<file path="config.mk">
export PLATFORM = sky130hd
export DESIGN_NAME = console_edit_buffer
export DESIGN_NICKNAME = d
export VERILOG_FILES = /design/src/rtl/console_edit_buffer.sv
export SDC_FILE = /design/constraint.sdc
export NUM_CORES = 1
export LEC_CHECK = 0
export ABC_AREA = 1
export ABC_CLOCK_PERIOD_IN_PS = 7700
export CAP_MARGIN = 10
export CORE_MARGIN = 3
export CORE_UTILIZATION = 31
export CTS_BUF_LIST = sky130_fd_sc_hd__clkbuf_16
export DETAILED_ROUTE_END_ITERATION = 7
export GPL_ROUTABILITY_DRIVEN = 0
export PLACE_DENSITY = 0.41
export RECOVER_POWER = 100
export SETUP_SLACK_MARGIN = 0.4
export SLEW_MARGIN = 20
export SYNTH_ARGS = -nofsm -noshare
export SYNTH_HDL_FRONTEND = slang
export SYNTH_SLANG_ARGS = --single-unit
</file>
<file path="constraint.sdc">
create_clock -name working_clock -period 7.7 [get_ports working_clock]
set_input_delay 1.54 -clock working_clock [delete_from_list [all_inputs] [get_ports working_clock]]
set_output_delay 1.54 -clock working_clock [all_outputs]
set_load 0.005 [all_outputs]
</file>
<file path="src/rtl/console_edit_buffer.sv">
// console_edit_buffer
//   Program-text buffer and cursor controller for the brainfuck console.
//   Holds up to DEPTH symbols with a cursor and executes insert, delete and
//   move commands. It also tracks which output device is active: every time
//   a CEO symbol crosses the cursor, the device index advances. Each change
//   raises redraw_req and blocks new commands until the LCD returns
//   redraw_ack.
//
//   Optional build macro: CONSOLE_READBACK_EN
//     Adds a registered random-access read port (rd_addr / rd_data) so the
//     LCD can redraw the whole program.
//
// Ports
//   working_clock  in   single clock, rising edge
//   reset          in   synchronous active-high reset
//   cmd_valid      in   command present this cycle
//   cmd_op         in   00 insert, 01 delete, 10 move, 11 reserved no-op
//   cmd_dir        in   move direction, 1 = right, 0 = left
//   cmd_sym        in   symbol to insert
//   available      out  ready to accept a command
//   redraw_req     out  display refresh request (level)
//   redraw_ack     in   display refresh finished
//   sym_left       out  symbol before the cursor (0 at cursor 0)
//   sym_right      out  symbol at the cursor (0 at cursor == length)
//   length         out  number of stored symbols
//   cursor         out  cursor position 0..length
//   output_device  out  active output device index
//   full           out  length == DEPTH
//   rd_addr        in   readback address (CONSOLE_READBACK_EN only)
//   rd_data        out  readback data, 1-cycle latency (CONSOLE_READBACK_EN only)
//   cmd_err        out  one-cycle pulse on a rejected command
module console_edit_buffer #(
    parameter int               SYM_W   = 4,
    parameter int               DEPTH   = 64,
    parameter int               NUM_DEV = 2,
    parameter logic [SYM_W-1:0] CEO     = 4'b1001,
    localparam int              LW      = $clog2(DEPTH + 1),
    localparam int              IW      = (DEPTH > 1) ? $clog2(DEPTH) : 1,
    localparam int              DW      = (NUM_DEV > 1) ? $clog2(NUM_DEV) : 1
) (
    input  logic             working_clock,
    input  logic             reset,
    input  logic             cmd_valid,
    input  logic [1:0]       cmd_op,
    input  logic             cmd_dir,
    input  logic [SYM_W-1:0] cmd_sym,
    output logic             available,
    output logic             redraw_req,
    input  logic             redraw_ack,
    output logic [SYM_W-1:0] sym_left,
    output logic [SYM_W-1:0] sym_right,
    output logic [LW-1:0]    length,
    output logic [LW-1:0]    cursor,
    output logic [DW-1:0]    output_device,
    output logic             full,
`ifdef CONSOLE_READBACK_EN
    input  logic [IW-1:0]    rd_addr,
    output logic [SYM_W-1:0] rd_data,
`endif
    output logic             cmd_err
);

    typedef enum logic [0:0] {
        IDLE      = 1'b0,
        WAIT_DISP = 1'b1
    } state_t;

    state_t           state_r;
    state_t           state_nxt_s;
    logic [SYM_W-1:0] mem_r [DEPTH];
    logic [LW-1:0]    len_r;
    logic [LW-1:0]    cur_r;
    logic [DW-1:0]    dev_r;
    logic [DW-1:0]    dev_nxt_s;
    logic             cmd_err_r;

    logic             do_ins_s;
    logic             do_del_s;
    logic             do_mvr_s;
    logic             do_mvl_s;
    logic             reject_s;
    logic             adv_s;
    logic             full_s;
    logic [IW-1:0]    left_idx_s;
    logic [IW-1:0]    right_idx_s;
    logic [IW-1:0]    top_idx_s;
    logic [SYM_W-1:0] sym_left_s;
    logic [SYM_W-1:0] sym_right_s;

    // When the cursor sits at an end, the index it produces may fall outside
    // the live data. The zero masks on sym_left_s / sym_right_s hide that case.
    assign left_idx_s  = IW'(cur_r - LW'(1));
    assign right_idx_s = IW'(cur_r);
    assign top_idx_s   = IW'(len_r - LW'(1));
    assign sym_left_s  = (cur_r == {LW{1'b0}}) ? {SYM_W{1'b0}} : mem_r[left_idx_s];
    assign sym_right_s = (cur_r == len_r)      ? {SYM_W{1'b0}} : mem_r[right_idx_s];
    assign full_s      = (len_r == LW'(DEPTH));
    assign dev_nxt_s   = (dev_r == DW'(NUM_DEV - 1)) ? {DW{1'b0}} : (dev_r + DW'(1));

    assign available     = (state_r == IDLE);
    assign redraw_req    = (state_r == WAIT_DISP);
    assign sym_left      = sym_left_s;
    assign sym_right     = sym_right_s;
    assign length        = len_r;
    assign cursor        = cur_r;
    assign output_device = dev_r;
    assign full          = full_s;
    assign cmd_err       = cmd_err_r;

    // Command decode, legality checks, device-advance decision and next state
    always_comb begin
        state_nxt_s = state_r;
        do_ins_s    = 1'b0;
        do_del_s    = 1'b0;
        do_mvr_s    = 1'b0;
        do_mvl_s    = 1'b0;
        reject_s    = 1'b0;
        adv_s       = 1'b0;
        case (state_r)
            IDLE: begin
                if (cmd_valid) begin
                    case (cmd_op)
                        2'b00: begin
                            if (full_s) begin
                                reject_s = 1'b1;
                            end else begin
                                do_ins_s = 1'b1;
                                adv_s    = (cmd_sym == CEO);
                            end
                        end
                        2'b01: begin
                            if (cur_r == {LW{1'b0}}) begin
                                reject_s = 1'b1;
                            end else begin
                                do_del_s = 1'b1;
                                adv_s    = (sym_left_s == CEO);
                            end
                        end
                        2'b10: begin
                            if (cmd_dir) begin
                                if (cur_r == len_r) begin
                                    reject_s = 1'b1;
                                end else begin
                                    do_mvr_s = 1'b1;
                                    adv_s    = (sym_right_s == CEO);
                                end
                            end else begin
                                if (cur_r == {LW{1'b0}}) begin
                                    reject_s = 1'b1;
                                end else begin
                                    do_mvl_s = 1'b1;
                                    adv_s    = (sym_left_s == CEO);
                                end
                            end
                        end
                        default: begin
                            // reserved op: handshake consumed, nothing changes
                            reject_s = 1'b0;
                        end
                    endcase
                    if (do_ins_s || do_del_s || do_mvr_s || do_mvl_s) begin
                        state_nxt_s = WAIT_DISP;
                    end else begin
                        state_nxt_s = IDLE;
                    end
                end else begin
                    state_nxt_s = IDLE;
                end
            end
            WAIT_DISP: begin
                if (redraw_ack) begin
                    state_nxt_s = IDLE;
                end else begin
                    state_nxt_s = WAIT_DISP;
                end
            end
            default: begin
                state_nxt_s = IDLE;
            end
        endcase
    end

    // FSM state register
    always_ff @(posedge working_clock) begin
        if (reset) begin
            state_r <= IDLE;
        end else begin
            state_r <= state_nxt_s;
        end
    end

    // Buffer contents, length, cursor, device index and error pulse
    always_ff @(posedge working_clock) begin
        if (reset) begin
            for (int i = 0; i < DEPTH; i++) begin
                mem_r[i] <= {SYM_W{1'b0}};
            end
            len_r     <= {LW{1'b0}};
            cur_r     <= {LW{1'b0}};
            dev_r     <= {DW{1'b0}};
            cmd_err_r <= 1'b0;
        end else begin
            cmd_err_r <= reject_s;
            if (adv_s) begin
                dev_r <= dev_nxt_s;
            end
            if (do_ins_s) begin
                // open a gap at the cursor by shifting [cursor..length-1] up
                for (int i = 1; i < DEPTH; i++) begin
                    if ((LW'(i) > cur_r) && (LW'(i) <= len_r)) begin
                        mem_r[i] <= mem_r[i-1];
                    end
                end
                mem_r[right_idx_s] <= cmd_sym;
                len_r <= len_r + LW'(1);
                cur_r <= cur_r + LW'(1);
            end else if (do_del_s) begin
                // close the gap at cursor-1 by shifting [cursor..length-1] down
                for (int i = 0; i < DEPTH - 1; i++) begin
                    if ((LW'(i + 1) >= cur_r) && (LW'(i + 1) < len_r)) begin
                        mem_r[i] <= mem_r[i+1];
                    end
                end
                mem_r[top_idx_s] <= {SYM_W{1'b0}};
                len_r <= len_r - LW'(1);
                cur_r <= cur_r - LW'(1);
            end else if (do_mvr_s) begin
                cur_r <= cur_r + LW'(1);
            end else if (do_mvl_s) begin
                cur_r <= cur_r - LW'(1);
            end
        end
    end

`ifdef CONSOLE_READBACK_EN
    logic [SYM_W-1:0] rd_data_r;

    // Registered readback; addresses beyond the live text read as zero
    always_ff @(posedge working_clock) begin
        if (reset) begin
            rd_data_r <= {SYM_W{1'b0}};
        end else if (LW'(rd_addr) < len_r) begin
            rd_data_r <= mem_r[rd_addr];
        end else begin
            rd_data_r <= {SYM_W{1'b0}};
        end
    end

    assign rd_data = rd_data_r;
`endif

endmodule

</file>
Word level (Yosys, flattened, before mapping)
Memories as Yosys holds them, arrays and structs flattened. A register that Yosys moved wholly into a read port is not among the register bits.
Index checks and enable logic that the tools add are counted.
W data, S select, Z words.

word-level totals
  bits in registers = 17
  bits in latches = 0
  bits in writable memories = 256
  memory bits (read-only) = 0
  input bits = 11
  output and inout port bits = 27
  word-level logic and storage cells = 1,294
  memories = 1

memories
  memory  words  width  rd ports  clocked after memory_dff  wr ports  line  text
  mem_r   64     4      66        1                         64        70    logic [SYM_W-1:0] mem_r [DEPTH];

operators by class
  add/subtract/negate cells = 5
  multiply operators = 0
  divide/modulo/power cells = 0
  magnitude comparators = 252
  equal/unequal tests = 7
  shift operators = 0
  multiplexer cells = 760
  bitwise gates (word level) = 128
  reduce and logical (&&, ||, !) cells = 136

operators by type and width
  kind                   number
  $mux W1                617
  $mux W4                130
  $ge A6 B7 Y1 const A   32
  $gt A6 B7 Y1 const A   32
  $le A6 B7 Y1 const A   32
  $lt A6 B7 Y1 const A   32
  $logic_and A1 B1 Y1    126
  $or A1 B1 Y1           126
  $ge A5 B7 Y1 const A   16
  $gt A5 B7 Y1 const A   16
  $le A5 B7 Y1 const A   16
  $lt A5 B7 Y1 const A   16
  $ge A4 B7 Y1 const A   8
  $gt A4 B7 Y1 const A   8
  $le A4 B7 Y1 const A   8
  $lt A4 B7 Y1 const A   8
  $mux W7                6
  $ge A3 B7 Y1 const A   4
  $gt A3 B7 Y1 const A   4
  $le A3 B7 Y1 const A   4
  $lt A3 B7 Y1 const A   4
  $mux W6                4
  $add A7 B1 Y7 const B  2
  $ge A2 B7 Y1 const A   2
  other kinds (24)       35

Depth between registers and ports, before layout
Gate-level depths: netlist (run 1).

  depth after elaboration = 14
  depth in mapped cells = 25
  gate-level depth less buffers = 20

Worst setup path after synthesis (run 1)
No wires, ideal clock.

  path type = register to output
  start point = register cur_r[0] (netlist: cursor[0])
  end point = output port sym_left[0]
  arrival = 2,911 ps
  data required time = 6,160 ps
  path slack = 3,249 ps
  cell stages (with the launch flop) = 18
  buffers on the path = 6
  cells stage by stage = dfxtp_1 -> clkbuf_1 -> clkinv_1 -> clkbuf_1 -> buf_1 -> ha_1 -> clkbuf_1 -> inv_2 -> clkbuf_1 -> buf_1 -> a21oi_1 -> o21ai_0 -> nand3_1 -> nand3_1 -> nand3_1 -> nand3_1 -> nand3_1 -> inv_1

between the ends
  longest elaborated chain between the ends = 3
  elaborated cells between the ends (all ways) = 4
  classes of those cells = add/sub: 1; mux: 1; reduce/logical: 1; memory: 1

RTL lines
  item                      line  text
  start: declaration        72    logic [LW-1:0] cur_r;
  start signal: assignment  199   cur_r <= {LW{1'b0}};
  start signal: assignment  216   cur_r <= cur_r + LW'(1);
  start signal: assignment  226   cur_r <= cur_r - LW'(1);
  $sub A7 B1 Y7             -
  $mem_v2 Z64 W4            -
  $mux W4 *                 95    assign sym_left_s = (cur_r == {LW{1'b0}}) ? {SYM_W{1'b0}} : mem_r[left_idx_s];
  end: declaration          50    output logic [SYM_W-1:0] sym_left,

Mark *: on every way between the ends. The rest lies on a longest branch, timed or not.

==> out/qor.csv, run 1 <==
metric,value,unit
synth_warnings,0,
hold_violations,0,
slew_viol_final,7,
ys_top_cells_by_count,"927 x nand2_1, 498 x nand3_1, 479 x o21ai_0, 361 x inv_1, 256 x edfxtp_1",
p_leak,10.3,nW
dp_hpwl,94700,microns
vias,27706,
relSlewSlack,-9.50,%
reg2regPathDepth,14,
grt_use_total,32.6,%
num_rows,99,
finalSetupViolations,0,
avgRoutedWirePerCell,29.4,microns
synth_area,23200,sq um
worst_ep_required_time,7.97,ns
avgSynthCellArea,6.55,sq um
r2r-start,cursor[1]$_SDFFE_PP0N_,
start_kind,flip-flop,
antenna_found_initial,5,
clk_pin_slew,0.05,ns
grt_max_degree,83,
skew,0.0205,ns
wirelength,132000,microns
drv_cap,1,
overflow,0,
clkLatencyLatePin,0.60,ns
synth_most_common_cell,nand2_1,
htreeDepth,2,
drive_above_1_share,3.78,%
power_density,264,nW/um^2
first_pass_iters,7,
grt_pass1_wl,185000,microns
tns,0,ns
ff_latch_area,8160,sq um
clk_path_buf_depth,3,
hold_slack,0.536,ns
worst_slew_pin_slew,1.64,ns
synth_nets,3569,
initial_utilization,31.6,%
dieWidth,280,microns
path_class,reg -> reg,
synth_area_leaders,"edfxtp_1 33%, nand2_1 15%, nand3_1 11%",
ant_nets,0,
drc_errors,0,
via_per_inst,6.18,
grt_pass1_vias,25121,
diodes,0,
die_h,280,microns
hold_class,reg -> reg,
cts_tree,yes,
failed_checks,"capacitance limit, slew limit",
endpoint,mem_r[61][1]$_DFFE_PP_,
synth.distinct_cells,56,
min_period,7.03,ns
final_nets,3512,
post_cts_resized,0,
io_buffer_count,37,
post-cts-setup-buffers,0,
first_iter_violations,4511,
post-route-period-util,91.4,%
multi_input_area,12900,sq um
cp-startpoint,cursor[1]$_SDFFE_PP0N_,
cts_buffers,41,
postCtsHoldBufs,0,
synth_edf_count,256,
clock_sinks,279,
r2r_end,mem_r[61][1]$_DFFE_PP_,
synth-main-ff-cell,edfxtp_1,
yosysSeqAreaShare,35.1,%
synth_top_area_share,33.1,%
grt_setup_unrepaired,no,
root_buffer,clkbuf_16,
areaGrowthSynthToFinish,10.5,%
core,73600,sq um
postSynth.asyncResetShare,0,%
ys_ff_latch,279,
status,finished with violations,
worstPathArrival,7.31,ns
io_pins,38,
crit_path_end_kind,flip-flop,
ir_drop,0.157,mV
synth_area_leader_cell,edfxtp_1,
dieArea,78300,sq um
reg2reg_slack,0.67,ns
synthCells,3547,
n_fill_cell,8148,
fmax,142,MHz
critPathMaxFanout,36,
## metrics by stage
stage,power (W),utilization [%],std cells,instance area (sq um),setup WS (ns)
2_1_floorplan,0.00352,-,3547,23200,3.25
3_3_place_gp,0.00486,33.3,4406,24500,1.37
3_5_place_dp,0.00485,33.3,4406,24500,1.22
4_1_cts,0.00666,35.0,4481,25700,1.22
5_1_grt,0.00700,34.9,4481,25700,0.533
6_report,0.00678,34.9,4481,25700,0.666
## layout make-up
class / count / area share [%]
Tap cell: 959 / 4.67
Inverter: 378 / 5.56
Sequential cell: 279 / 31.8
Multi-Input combinational cell: 2705 / 50.4
Timing Repair Buffer: 85 / 2.76
Clock inverter: 31 / 0.546
Clock buffer: 44 / 4.29
## metal layers
layer | part of all wire, % | track usage [%] | wire length (microns) | vias up
li1 | - | - | - | 12194
met1 | 43 | 46.7 | 56400 | 13232
met2 | 40 | 46.6 | 52900 | 1965
met3 | 12 | 8.34 | 16400 | 311
met4 | 4.4 | 12.5 | 5810 | 4
met5 | 0.021 | 0 | 27 | -
## worst min-delay path by stage
| stage | from | to | slack (ns) | cells after the start |
|---|---|---|---|---|
| after floorplan | output_device$_SDFFE_PP0P_ | output_device$_SDFFE_PP0P_ | 0.50 | 2 |
| after global placement | output_device$_SDFFE_PP0P_ | output_device$_SDFFE_PP0P_ | 0.54 | 2 |
| after detailed placement | output_device$_SDFFE_PP0P_ | output_device$_SDFFE_PP0P_ | 0.53 | 2 |
| after CTS | output_device$_SDFFE_PP0P_ | output_device$_SDFFE_PP0P_ | 0.54 | 2 |
| after global routing | output_device$_SDFFE_PP0P_ | output_device$_SDFFE_PP0P_ | 0.56 | 2 |
| final | output_device$_SDFFE_PP0P_ | output_device$_SDFFE_PP0P_ | 0.54 | 2 |
## cells in the final DEF, fill, tap and decap left out, drive strengths merged, types with 10 or more instances in the layout
| cell | n |
|---|---|
| o221ai | 10 |
| nor2 | 237 |
| a31oi | 33 |
| clkdlybuf4s50 | 18 |
| inv | 387 |
| nor3 | 25 |
| a211oi | 10 |
| nand4 | 47 |
| ha | 11 |
| clkbuf | 53 |
| a21oi | 186 |
| o2111ai | 16 |
| o22ai | 65 |
| o211ai | 77 |
| o21ai | 503 |
| dlygate4sd3 | 18 |
| edfxtp | 256 |
| o311ai | 13 |
| nand3 | 500 |
| clkinv | 22 |
| buf | 40 |
| dfxtp | 23 |
| nand2 | 931 |
## logic make-up (layout without fill, tap and decap cells)
logic type	Yosys count	in the layout	synth area share, %
flops	279	279	35.1
simple gates	1749	1749	32.2
buf+inv	563	538	9.20
fa+ha+maj	11	11	0.592
xor+xnor	10	10	0.377
compound gates	934	934	22.6
mux	1	1	0.0431
## where the power goes
part / switching, W / internal (W)
Sequential: 0.000201 / 0.00181
Combinational: 0.00225 / 0.000706
Clock: 0.000795 / 0.00102
## flip-flops by register name (all words and copies together) (netlist names), named ones only
signal	cells
redraw_req	1
cmd_err	1
mem_r	256
length	7
output_device	1
cursor	7
## worst max-delay path, cell delays in order (launching register included)
cell	delay, ns
dfxtp_1	0.78
inv_1	0.26
ha_1	0.25
inv_1	0.28
nor2_4	0.09
nand2_1	0.37
nand3_2	0.10
buf_4	0.24
inv_1	0.59
nand2_4	0.41
inv_4	0.51
o21ai_0	0.52
nor2_1	1.15
nand3_1	0.71
nand3_1	0.42
Power figures use the tool's default switching activity.
==> run 2: changes to the inputs <==
Settings changed: PLACE_DENSITY 0.41 to 0.43, SKIP_LAST_GASP set to 1.
==> run 2 against run 1 <==
  * The run still ends with capacitance limit, slew limit left
  * Count of clock-buffer cells in the layout fell by 3
  * Setup slack got worse by 0.090 ns
  * Largest cell class unchanged
  * Sequential cell count did not move
  * Highest routed layer unchanged
  * Clock power hardly changed
  * Via count fell by 1.0%
  * Maximum frequency fell by 1.3%
  * Global-route usage is 0.65 points lower
  * Die area stayed put
  * Non-clock buffer count is 1 higher
  * Sequential share of layout area barely moved
==> out/qor.csv, run 2 (same netlist as run 1, synthesis figures left out) <==
metric,value,unit,change
status,finished with violations,,unchanged
failed_checks,"capacitance limit, slew limit",,unchanged
post_cts_resized,0,,unchanged
worst_ep_required_time,7.89,ns,was 7.97 ns
postCtsHoldBufs,0,,unchanged
antenna_found_initial,6,,was 5
switching_share,47.2,%,was 47.9%
finalSetupViolations,0,,unchanged
io_buffer_count,37,,unchanged
critPathMaxFanout,36,,unchanged
largest-register,mem_r,,unchanged
critPathBufInv,4,,was 5
crit_chain,nor2_2 > inv_2 > nor2_4 > nand2_1 > nand3_1 > inv_1 > nand2_4 > inv_4 > o21ai_0 > nand2_1 > nor2_1 > inv_2 > nor2_4 > nand2_1 > o311ai_0,,was inv_1 > ha_1 > inv_1 > nor2_4 > nand2_1 > nand3_2 > buf_4 > inv_1 > nand2_4 > inv_4 > o21ai_0 > nor2_1 > nand3_1 > nand3_1
post-cts-setup-buffers,0,,unchanged
grt_setup_unrepaired,no,,unchanged
ff_latch_area,8160,sq um,unchanged
num_rows,99,,unchanged
first_pass_iters,7,,unchanged
drc_errors,0,,unchanged
p_leak,10.3,nW,about the same
clkPwrFrac,26.7,%,was 26.8%
hold_class,reg -> reg,,unchanged
hold_path_depth,2,,unchanged
holdCritStartpoint,output_device$_SDFFE_PP0P_,,unchanged
fmax,140,MHz,was 142 MHz
power_frac_seq,29.4,%,was 29.6%
overflow,0,,unchanged
critPathSlowestCell,nand3_1,,was nor2_1
slowest_delay,0.69,ns,was 1.15 ns
worstPathArrival,7.31,ns,about the same
hold_violations,0,,unchanged
first_iter_violations,4369,,"was 4,511"
n_fill_cell,8108,,"was 8,148"
worst_slew_pin_slew,1.83,ns,was 1.64 ns
core,73600,sq um,unchanged
r2r-start,cursor[5]$_SDFFE_PP0N_,,was cursor[1]$_SDFFE_PP0N_
dieWidth,280,microns,unchanged
post-route-period-util,92.5,%,was 91.4%
min_period,7.12,ns,was 7.03 ns
reg2reg_slack,0.58,ns,was 0.67 ns
final_nets,3511,,"was 3,512"
grt_max_degree,79,,was 83
r2r_end,mem_r[37][0]$_DFFE_PP_,,was mem_r[61][1]$_DFFE_PP_
largest_reg_flops,256,,unchanged
relSlewSlack,-22.1,%,was -9.50%
grt_use_total,31.9,%,was 32.6%
crit_path_end_kind,flip-flop,,unchanged
avgRoutedWirePerCell,28.7,microns,was 29.4 microns
multi_input_area,12900,sq um,unchanged
clock_sinks,279,,unchanged
ant_nets,0,,unchanged
pwr-share-comb,44.0,%,was 43.6%
vias,27422,,"was 27,706"
path_delay_family,simple AND/OR/NAND/NOR gates,,unchanged
clkLatencyLatePin,0.57,ns,was 0.60 ns
ir_drop,0.143,mV,was 0.157 mV
clk_pin_slew,0.06,ns,was 0.05 ns
final_common_cell,nand2_1,,unchanged
areaGrowthSynthToFinish,10.4,%,was 10.5%
path_class,reg -> reg,,unchanged
hold_slack,0.520,ns,was 0.536 ns
die_h,280,microns,unchanged
cts_buffers,39,,was 41
layout_common_cells,"926 x nand2_1, 500 x nand3_1, 496 x o21ai_0",,"was 925 x nand2_1, 499 x nand3_1, 494 x o21ai_0"
skew,0.0154,ns,was 0.0205 ns
clk_path_buf_depth,3,,unchanged
cts_tree,yes,,unchanged
dp_hpwl,94400,microns,"was 94,700 microns"
drv_cap,3,,was 1
htreeDepth,2,,unchanged
initial_utilization,31.6,%,unchanged
root_buffer,clkbuf_16,,unchanged
reg2regPathDepth,15,,was 14
cp_common_cell,nand2_1,,was inv_1
wirelength,129000,microns,"was 132,000 microns"
power_density,264,nW/um^2,about the same
start_kind,flip-flop,,unchanged
slew_viol_final,49,,was 7
drive_above_1_share,3.76,%,was 3.78%
p_sw,0.00320,W,was 0.00324 W
io_pins,38,,unchanged
holdPathEnd,output_device$_SDFFE_PP0P_,,unchanged
via_per_inst,6.13,,was 6.18
tns,0,ns,unchanged
grt_pass1_wl,183000,microns,"was 185,000 microns"
grt_pass1_vias,25746,,"was 25,121"
internal_power,0.00357,W,was 0.00353 W
dieArea,78300,sq um,unchanged
[run 2: worst min-delay path, cell delays in order, from the launching register on]
cell and delay, ns:
dfxtp_1 0.35, a21oi_1 0.05, nor2_1 0.09
[run 2: worst max-delay path by stage]
stage                     slack, ns                      to  cells past startpoint                    from
final                          0.58  mem_r[37][0]$_DFFE_PP_                     15  cursor[5]$_SDFFE_PP0N_
after global routing           0.60            sym_right[0]                     11               flip-flop
after CTS                      1.54             sym_left[0]                     11  cursor[0]$_SDFFE_PP0N_
after detailed placement       1.30  mem_r[37][0]$_DFFE_PP_                     15               cmd_op[0]
after global placement         1.43  mem_r[37][0]$_DFFE_PP_                     15               cmd_op[0]
after floorplan                3.25             sym_left[0]                     17  cursor[0]$_SDFFE_PP0N_
[run 2: layer usage]
metal  GRT usage (%)  part of all wire, %  up-vias
li1                -                    -    12186
met1            42.6                   41    13118
met2            48.2                   42     1761
met3            7.48                   11      355
met4            16.3                  6.1        2
met5               0                0.010        -
[run 2: area by class of cell]
cell class	count	share of cell area (%)
Multi-Input combinational cell	2705	50.4
Sequential cell	279	31.8
Inverter	378	5.56
Tap cell	959	4.68
Clock buffer	41	4.00
Timing Repair Buffer	86	2.80
Clock inverter	25	0.751
Antenna cell	1	0.00975
[run 2: through the flow]
stage	std cells	utilization (%)	setup slack (ns)	cell area (sq um)	total power, W
after global routing	4473	34.9	0.599	25700	0.00699
after detailed placement	4407	33.3	1.30	24500	0.00486
after CTS	4473	35.0	1.54	25700	0.00666
after floorplan	3547	-	3.25	23200	0.00352
final	4474	34.9	0.575	25700	0.00677
after global placement	4407	33.3	1.43	24500	0.00486
[run 2: power groups by stage]
stage	Clock [W]	Combinational [W]	Sequential, W
3_5_place_dp	0	0.00285	0.00201
5_1_grt	0.00188	0.00311	0.00200
4_1_cts	0.00182	0.00286	0.00198
6_report	0.00181	0.00298	0.00199
2_1_floorplan	0	0.00162	0.00191
3_3_place_gp	0	0.00285	0.00201
